### config.mk
export PLATFORM = sky130hd
export DESIGN_NAME = if_stage_flat
export DESIGN_NICKNAME = d
export VERILOG_FILES = /design/src/rtl/if_stage_pkg.sv /design/src/rtl/if_stage_if.sv /design/src/rtl/if_fifo.sv /design/src/rtl/if_stage.sv /design/src/flat_wrapper.sv
export SDC_FILE = /design/constraint.sdc
export NUM_CORES = 1
export LEC_CHECK = 0
export CAP_MARGIN = 15
export CORE_MARGIN = 2
export CORE_UTILIZATION = 35
export DETAILED_ROUTE_END_ITERATION = 12
export PLACE_DENSITY_LB_ADDON = 0.15
export SETUP_SLACK_MARGIN = 0.4
export SLEW_MARGIN = 10
export SYNTH_ARGS = -nofsm -noshare
export SYNTH_HDL_FRONTEND = slang
export SYNTH_SLANG_ARGS = --single-unit
### constraint.sdc
create_clock -name clk -period 3.8 [get_ports clk]
set_input_delay 1.14 -clock clk [delete_from_list [all_inputs] [get_ports clk]]
set_output_delay 1.14 -clock clk [all_outputs]
set_load 0.05 [all_outputs]
### src/rtl/if_stage_pkg.sv
// Shared types and constants for the instruction-fetch stage.
// Contents: 64-bit register type, fetch FSM states, the NOP word carried by
// fault entries, the fetch-buffer entry layout, and a helper that builds
// one buffer entry.
`timescale 1ns/1ps
package if_stage_pkg;

  typedef logic [63:0] reg_t;

  localparam reg_t        DEFAULT_RESET_PC = 64'h0000_0000_8000_0000;
  localparam logic [31:0] INST_NOP         = 32'h0000_0013;

  typedef enum logic [1:0] {
    S_BOOT  = 2'd0,
    S_FETCH = 2'd1,
    S_FAULT = 2'd2
  } if_state_e;

  // 97-bit fetch buffer entry: {pc, inst, exc}
  typedef struct packed {
    reg_t        pc;
    logic [31:0] inst;
    logic        exc;
  } if_entry_t;

  function automatic if_entry_t make_entry(input reg_t pc, input logic [31:0] inst,
                                           input logic exc);
    if_entry_t e;
    e.pc   = pc;
    e.inst = inst;
    e.exc  = exc;
    return e;
  endfunction

endpackage

### src/rtl/if_stage_if.sv
// Bus bundle for the fetch stage: instruction-RAM request/response, redirect
// from execute, and the valid/ready handshake toward decode.
// master: the fetch stage's view. slave: the environment (RAM, execute, decode).
`timescale 1ns/1ps
interface if_stage_if;
  import if_stage_pkg::*;

  reg_t        inst_addr;
  logic        inst_ena;
  logic [31:0] inst;
  logic        inst_ready;
  logic        redirect_valid;
  reg_t        redirect_pc;
  logic        id_valid;
  logic        id_ready;
  reg_t        id_pc;
  logic [31:0] id_inst;
  logic        id_exc;

  modport master (
    output inst_addr, inst_ena, id_valid, id_pc, id_inst, id_exc,
    input  inst, inst_ready, redirect_valid, redirect_pc, id_ready
  );

  modport slave (
    input  inst_addr, inst_ena, id_valid, id_pc, id_inst, id_exc,
    output inst, inst_ready, redirect_valid, redirect_pc, id_ready
  );
endinterface

### src/rtl/if_fifo.sv
// Fetch buffer: DEPTH-entry circular FIFO (DEPTH a power of two) with
// synchronous flush. Head entry is presented combinationally.
// Ports: clk, rst_n (async active-low), i_flush, i_push, i_pop, i_data,
//        o_head, o_count, o_full, o_empty.
`timescale 1ns/1ps
module if_fifo #(
  parameter int unsigned DEPTH = 2,
  parameter int unsigned WIDTH = 97,
  localparam int unsigned PW = (DEPTH > 1) ? $clog2(DEPTH) : 1,
  localparam int unsigned CW = $clog2(DEPTH) + 1
) (
  input  logic             clk,
  input  logic             rst_n,
  input  logic             i_flush,
  input  logic             i_push,
  input  logic             i_pop,
  input  logic [WIDTH-1:0] i_data,
  output logic [WIDTH-1:0] o_head,
  output logic [CW-1:0]    o_count,
  output logic             o_full,
  output logic             o_empty
);

  logic [WIDTH-1:0] r_mem [DEPTH];
  logic [PW-1:0]    r_head;
  logic [PW-1:0]    r_tail;
  logic [CW-1:0]    r_count;

  assign o_head  = r_mem[r_head];
  assign o_count = r_count;
  assign o_full  = (r_count == CW'(DEPTH));
  assign o_empty = (r_count == '0);

  always_ff @(posedge clk or negedge rst_n) begin
    if (!rst_n) begin
      for (int unsigned i = 0; i < DEPTH; i++) r_mem[i] <= '0;
      r_head  <= '0;
      r_tail  <= '0;
      r_count <= '0;
    end else if (i_flush) begin
      r_head  <= '0;
      r_tail  <= '0;
      r_count <= '0;
    end else begin
      // Push while full is legal only alongside a pop: the tail slot is the
      // head slot being read out this same cycle.
      if (i_push) begin
        r_mem[r_tail] <= i_data;
        r_tail        <= r_tail + 1'b1;
      end
      if (i_pop) r_head <= r_head + 1'b1;
      case ({i_push, i_pop})
        2'b10:   r_count <= r_count + 1'b1;
        2'b01:   r_count <= r_count - 1'b1;
        default: r_count <= r_count;
      endcase
    end
  end

endmodule

### src/rtl/if_stage.sv
// Instruction-fetch stage: owns the PC, issues requests to the instruction
// RAM port, buffers fetched words toward decode, and applies redirects from
// execute (which flush all in-flight fetch state).
// Ports: clk, rst_n (async active-low), bus (if_stage_if.master: RAM port,
//        redirect input, decode handshake).
`timescale 1ns/1ps
module if_stage
  import if_stage_pkg::*;
#(
  parameter reg_t        RESET_PC   = DEFAULT_RESET_PC,
  parameter int unsigned FIFO_DEPTH = 2
) (
  input  logic          clk,
  input  logic          rst_n,
  if_stage_if.master    bus
);

  localparam int unsigned CW = $clog2(FIFO_DEPTH) + 1;

  if_state_e     r_state;
  reg_t          r_pc;
  logic [CW-1:0] w_count;
  logic          w_full;
  logic          w_empty;
  if_entry_t     w_head;
  if_entry_t     w_push_entry;
  logic          w_redirect;
  logic          w_aligned;
  logic          w_space;
  logic          w_fetch;
  logic          w_push;
  logic          w_pop;

  assign w_redirect = bus.redirect_valid;
  assign w_aligned  = (r_pc[1:0] == 2'b00);
  // A flush discards the head, so a decode accept during redirect is not a pop.
  assign w_pop      = !w_empty && bus.id_ready && !w_redirect;
  assign w_space    = !w_full || (!w_empty && bus.id_ready);
  assign w_fetch    = (r_state == S_FETCH) && !w_redirect && w_space;
  // A misaligned PC pushes its fault entry without touching the RAM.
  assign w_push     = w_fetch && (!w_aligned || bus.inst_ready);

  always_comb begin
    w_push_entry = make_entry(r_pc, bus.inst, 1'b0);
    if (!w_aligned) w_push_entry = make_entry(r_pc, INST_NOP, 1'b1);
  end

  assign bus.inst_addr = r_pc;
  assign bus.inst_ena  = w_fetch && w_aligned;
  assign bus.id_valid  = (w_count != '0);
  assign bus.id_pc     = w_head.pc;
  assign bus.id_inst   = w_head.inst;
  assign bus.id_exc    = w_head.exc;

  if_fifo #(
    .DEPTH (FIFO_DEPTH),
    .WIDTH ($bits(if_entry_t))
  ) u_fifo (
    .clk     (clk),
    .rst_n   (rst_n),
    .i_flush (w_redirect),
    .i_push  (w_push),
    .i_pop   (w_pop),
    .i_data  (w_push_entry),
    .o_head  (w_head),
    .o_count (w_count),
    .o_full  (w_full),
    .o_empty (w_empty)
  );

  always_ff @(posedge clk or negedge rst_n) begin
    if (!rst_n) begin
      r_state <= S_BOOT;
      r_pc    <= RESET_PC;
    end else if (w_redirect) begin
      r_state <= S_FETCH;
      r_pc    <= bus.redirect_pc;
    end else begin
      unique case (r_state)
        S_BOOT:  r_state <= S_FETCH;
        S_FETCH: begin
          if (w_space) begin
            if (!w_aligned)          r_state <= S_FAULT;
            else if (bus.inst_ready) r_pc    <= r_pc + 64'd4;
          end
        end
        S_FAULT: r_state <= S_FAULT;
        default: r_state <= S_BOOT;
      endcase
    end
  end

endmodule

### src/flat_wrapper.sv
// flat-port wrapper written by rule: the top's interface ports become plain ports
module if_stage_flat import if_stage_pkg::*;
#(
  parameter reg_t        RESET_PC   = DEFAULT_RESET_PC,
  parameter int unsigned FIFO_DEPTH = 2
)
  (clk, rst_n, bus_inst_addr, bus_inst_ena, bus_id_valid, bus_id_pc, bus_id_inst, bus_id_exc, bus_inst, bus_inst_ready, bus_redirect_valid, bus_redirect_pc, bus_id_ready);
  if_stage_if bus_i ();
  input  logic clk;
  input  logic rst_n;
  output wire logic [$bits(bus_i.inst_addr)-1:0] bus_inst_addr;
  output wire logic [$bits(bus_i.inst_ena)-1:0] bus_inst_ena;
  output wire logic [$bits(bus_i.id_valid)-1:0] bus_id_valid;
  output wire logic [$bits(bus_i.id_pc)-1:0] bus_id_pc;
  output wire logic [$bits(bus_i.id_inst)-1:0] bus_id_inst;
  output wire logic [$bits(bus_i.id_exc)-1:0] bus_id_exc;
  input wire logic [$bits(bus_i.inst)-1:0] bus_inst;
  input wire logic [$bits(bus_i.inst_ready)-1:0] bus_inst_ready;
  input wire logic [$bits(bus_i.redirect_valid)-1:0] bus_redirect_valid;
  input wire logic [$bits(bus_i.redirect_pc)-1:0] bus_redirect_pc;
  input wire logic [$bits(bus_i.id_ready)-1:0] bus_id_ready;
  assign bus_inst_addr = bus_i.inst_addr;
  assign bus_inst_ena = bus_i.inst_ena;
  assign bus_id_valid = bus_i.id_valid;
  assign bus_id_pc = bus_i.id_pc;
  assign bus_id_inst = bus_i.id_inst;
  assign bus_id_exc = bus_i.id_exc;
  assign bus_i.inst = bus_inst;
  assign bus_i.inst_ready = bus_inst_ready;
  assign bus_i.redirect_valid = bus_redirect_valid;
  assign bus_i.redirect_pc = bus_redirect_pc;
  assign bus_i.id_ready = bus_id_ready;
  if_stage #(.RESET_PC(RESET_PC), .FIFO_DEPTH(FIFO_DEPTH)) u_core (.clk(clk), .rst_n(rst_n), .bus(bus_i));
endmodule
==> results.toml <==
[route]
drc = 0
via_count = 10540
avgRoutedWirePerCell_um = 18.82
ant_nets = 0
vias_per_cell = 5.059
firstDrtPassIters = 4
drt_wl_total_um = 39210
drtIter0Drc = 512

[critical_path]
critPathTopFamily = "buffers and inverters"
crit_start = "u_core.u_fifo.r_head$_DFFE_PN0P_"
required_ps = 2660
critPathBufInv = 2
cp.depth = 3
critPathKind = "flip-flop to output pin"
start_kind = "flip-flop"
r2r-start = "u_core.bus.inst_addr[2]$_DFFE_PN0P_"
critPathCaptureType = "output pin"
crit_slowest_cell = "dfrtp_4"
r2r_slack_ps = 930
crit_end = "bus_id_inst[31]"
reg2reg_to = "u_core.bus.inst_addr[56]$_DFFE_PN0P_"
cp_data_arrival_time_ps = 2190
crit_path_max_fanout = 66
cp_slowest_stage_delay_ps = 430
r2r_cells = 6
path_cells = "buf_12 > mux2_2 > dlygate4sd2_1"

[power_and_ir_drop]
p_int_mw = 7.424
seqPwrFrac_pct = 35.2
swShare_pct = 40.04
p_leak_nw = 7.609
power_switching_mw = 4.958
ir_drop_mv = 0.3970
pwr-share-comb_pct = 38.4
power_density_nw_per_um2 = 723.1
p_clk_share_pct = 26.4

[sta]
worst_pin_slew_ps = 974.0
timing.final.crit_share_pct = 87.52
skew_ps = 13.87
finalCriticalPeriod_ps = 3326
maxSlewHeadroom_pct = 34.47
slew_viol_final = 0
timing.setup.tns_ps = 0
fmax_mhz = 300.7
worst_slack_ps = 474.3
setup_violations = 0
finalHoldViolations = 0
rsz0062_at_grt = "no"

[grt]
grt_max_degree = 101
grt_pass1_wl_um = 61490
antenna_found_initial = 3
grt_usage_pct = 19.87
grt_pass1_vias = 10530
grt-ovfl-total = 0

[final_layout]
drive_gt1_share_pct = 17.05
diodes = 0
design_area_um2 = 17130
final_util_pct = 45.57
areaGrowthSynthToFinish_pct = 28.29
fin_nets = 1651

[die]
ios = 264
initial_core_util_pct = 35.52
dieArea_um2 = 39720
core_area_um2 = 37580
die_w_um = 199.3
rows = 71
die_height_um = 199.3

[clocking]
clockBufferDepth = 3
cts_setup_buffers = 0
cts_num_sinks = 264
clkLatencyLatePin_ps = 520
clockRootBuffer = "clkbuf_16"
clk_pin_slew_ps = 50
holdBufCountCts = 0
cts_tree = "yes"
cts_buffers = 34
ctsHtreeMaxLevel = 2

[status]
outcome = "completed"

[placement]
place_ws_ps = 263.2
io_buffers = 263
gp_congestion = 0.7981
dp_hpwl_um = 26560
placed_area_um2 = 16080

[logic_synthesis]
synth-seq-cells = 264
synthTopCellsByArea = "dfrtp_1 49%, mux2_2 13%, nand2_1 10%"
synth_top_cell_by_area = "dfrtp_1"
synth_warnings = 0
async_flop_share_pct = 100.0
syn_area_um2 = 13350
synth.top_cell.area_share_pct = 49.30
synthTopCellsByCount = "358 x nand2_1, 263 x dfrtp_1, 160 x mux2_2"
synth_cells = 1384
syn_area_per_cell_um2 = 9.645
synth.net_count = 1488
yosysMostFrequentCell = "nand2_1"
synth-seq-area-share_pct = 49.50
synth_cell_types = 54
synth_edf_count = 0
synth_ff_type = "dfrtp_1"

[job]
cap_violations = 0

[min_path]
hp-class = "flip-flop to flip-flop"
==> routing by layer <==
layer / wire length, µm / vias to the layer above / global-route usage (%)
met1: 18130 / 5122 / 27.69
met5: 42 / - / 0
li1: - / 5067 / -
met4: 852 / 6 / 5.445
met2: 17590 / 280 / 30.83
met3: 2584 / 62 / 4.726
==> kinds of logic (layout without fill, tap and decap cells) <==
group                      Yosys count  after routing  share of synthesized area [%]
adders and majority gates            3              3                         0.2812
DFF                                264            264                          49.50
buffers and inverters              174            362                          6.889
xor gates and xnor gates            25             25                          1.640
muxes                              168            168                          14.10
AOI/OAI and AO/OA                  176            176                          7.714
and+or+nand+nor                    574            574                          19.88
==> how the worst min path moves through the flow <==
stage | from | to | slack (ps) | cells after the start
global placement | u_core.u_fifo.r_mem[193]$_DFFE_PN0P_ | u_core.u_fifo.r_mem[193]$_DFFE_PN0P_ | 450 | 2
detailed placement | u_core.u_fifo.r_mem[181]$_DFFE_PN0P_ | u_core.u_fifo.r_mem[181]$_DFFE_PN0P_ | 460 | 2
floorplan | u_core.u_fifo.r_mem[145]$_DFFE_PN0P_ | u_core.u_fifo.r_mem[145]$_DFFE_PN0P_ | 440 | 2
CTS | u_core.u_fifo.r_mem[182]$_DFFE_PN0P_ | u_core.u_fifo.r_mem[182]$_DFFE_PN0P_ | 470 | 2
global route | u_core.u_fifo.r_mem[152]$_DFFE_PN0P_ | u_core.u_fifo.r_mem[152]$_DFFE_PN0P_ | 490 | 2
finish | u_core.u_fifo.r_mem[146]$_DFFE_PN0P_ | u_core.u_fifo.r_mem[146]$_DFFE_PN0P_ | 470 | 2
==> area by class of cell <==
type,count,area [µm²]
timing repair buffer,290,2820
multi-input combinational,946,5862
inverter,11,41.29
clock inverter,6,57.56
sequential,264,6611
tap,511,639.4
clock buffer,55,1094
fill,3640,20450
==> state kept, by name, indices dropped and copies added, names as in the netlist <==
signal and flops:
u_core.u_fifo.r_head 1, u_core.bus.inst_addr 64, u_core.r_state 2, u_core.u_fifo.r_tail 1, u_core.u_fifo.r_mem 194, u_core.u_fifo.o_count 2
==> metrics by stage <==
stage	total power [mW]	cells	hold WS (ps)
finish	12.38	2083	467.8
global route	13.09	2083	490.3
CTS	12.57	2083	472.1
detailed placement	9.538	2022	458.3
global placement	9.472	2022	454.1
floorplan	7.908	1384	441.8
==> layout by cell type, fill, tap and decap left out, types with 10 or more instances in the layout <==
master and instances:
nor3_1 30, o211ai_1 10, xnor2_1 20, a21oi_1 14, dlygate4sd2_1 93, nand3_1 36
nor2_1 26, o21ai_0 113, or4_1 13, nand4_1 29, clkbuf_16 37, clkdlybuf4s50_1 162
inv_1 11, dfrtp_1 262, nand2_1 357, or3_1 12, buf_4 23, mux2_2 160
nor4_1 16, clkbuf_8 10
==> tightest hold or removal path, stage by stage, from the launching register on <==
cell     delay, ps
dfrtp_1        330
nand2_1         50
nand2_1         50
==> power groups by stage <==
stage	combinational, mW	clock [mW]	sequential (mW)
6_report	4.76	3.27	4.36
5_1_grt	5.11	3.48	4.50
4_1_cts	4.83	3.37	4.36
3_5_place_dp	5.14	0	4.40
3_3_place_gp	5.10	0	4.37
2_1_floorplan	3.74	0	4.17
==> repair_timing <==
item                                   in CTS  in global routing
setup endpoints to repair                  95                  2
endpoints found under the hold margin       0                  0
gates resized for setup                    95                  2
Power figures use the tool's default switching activity.
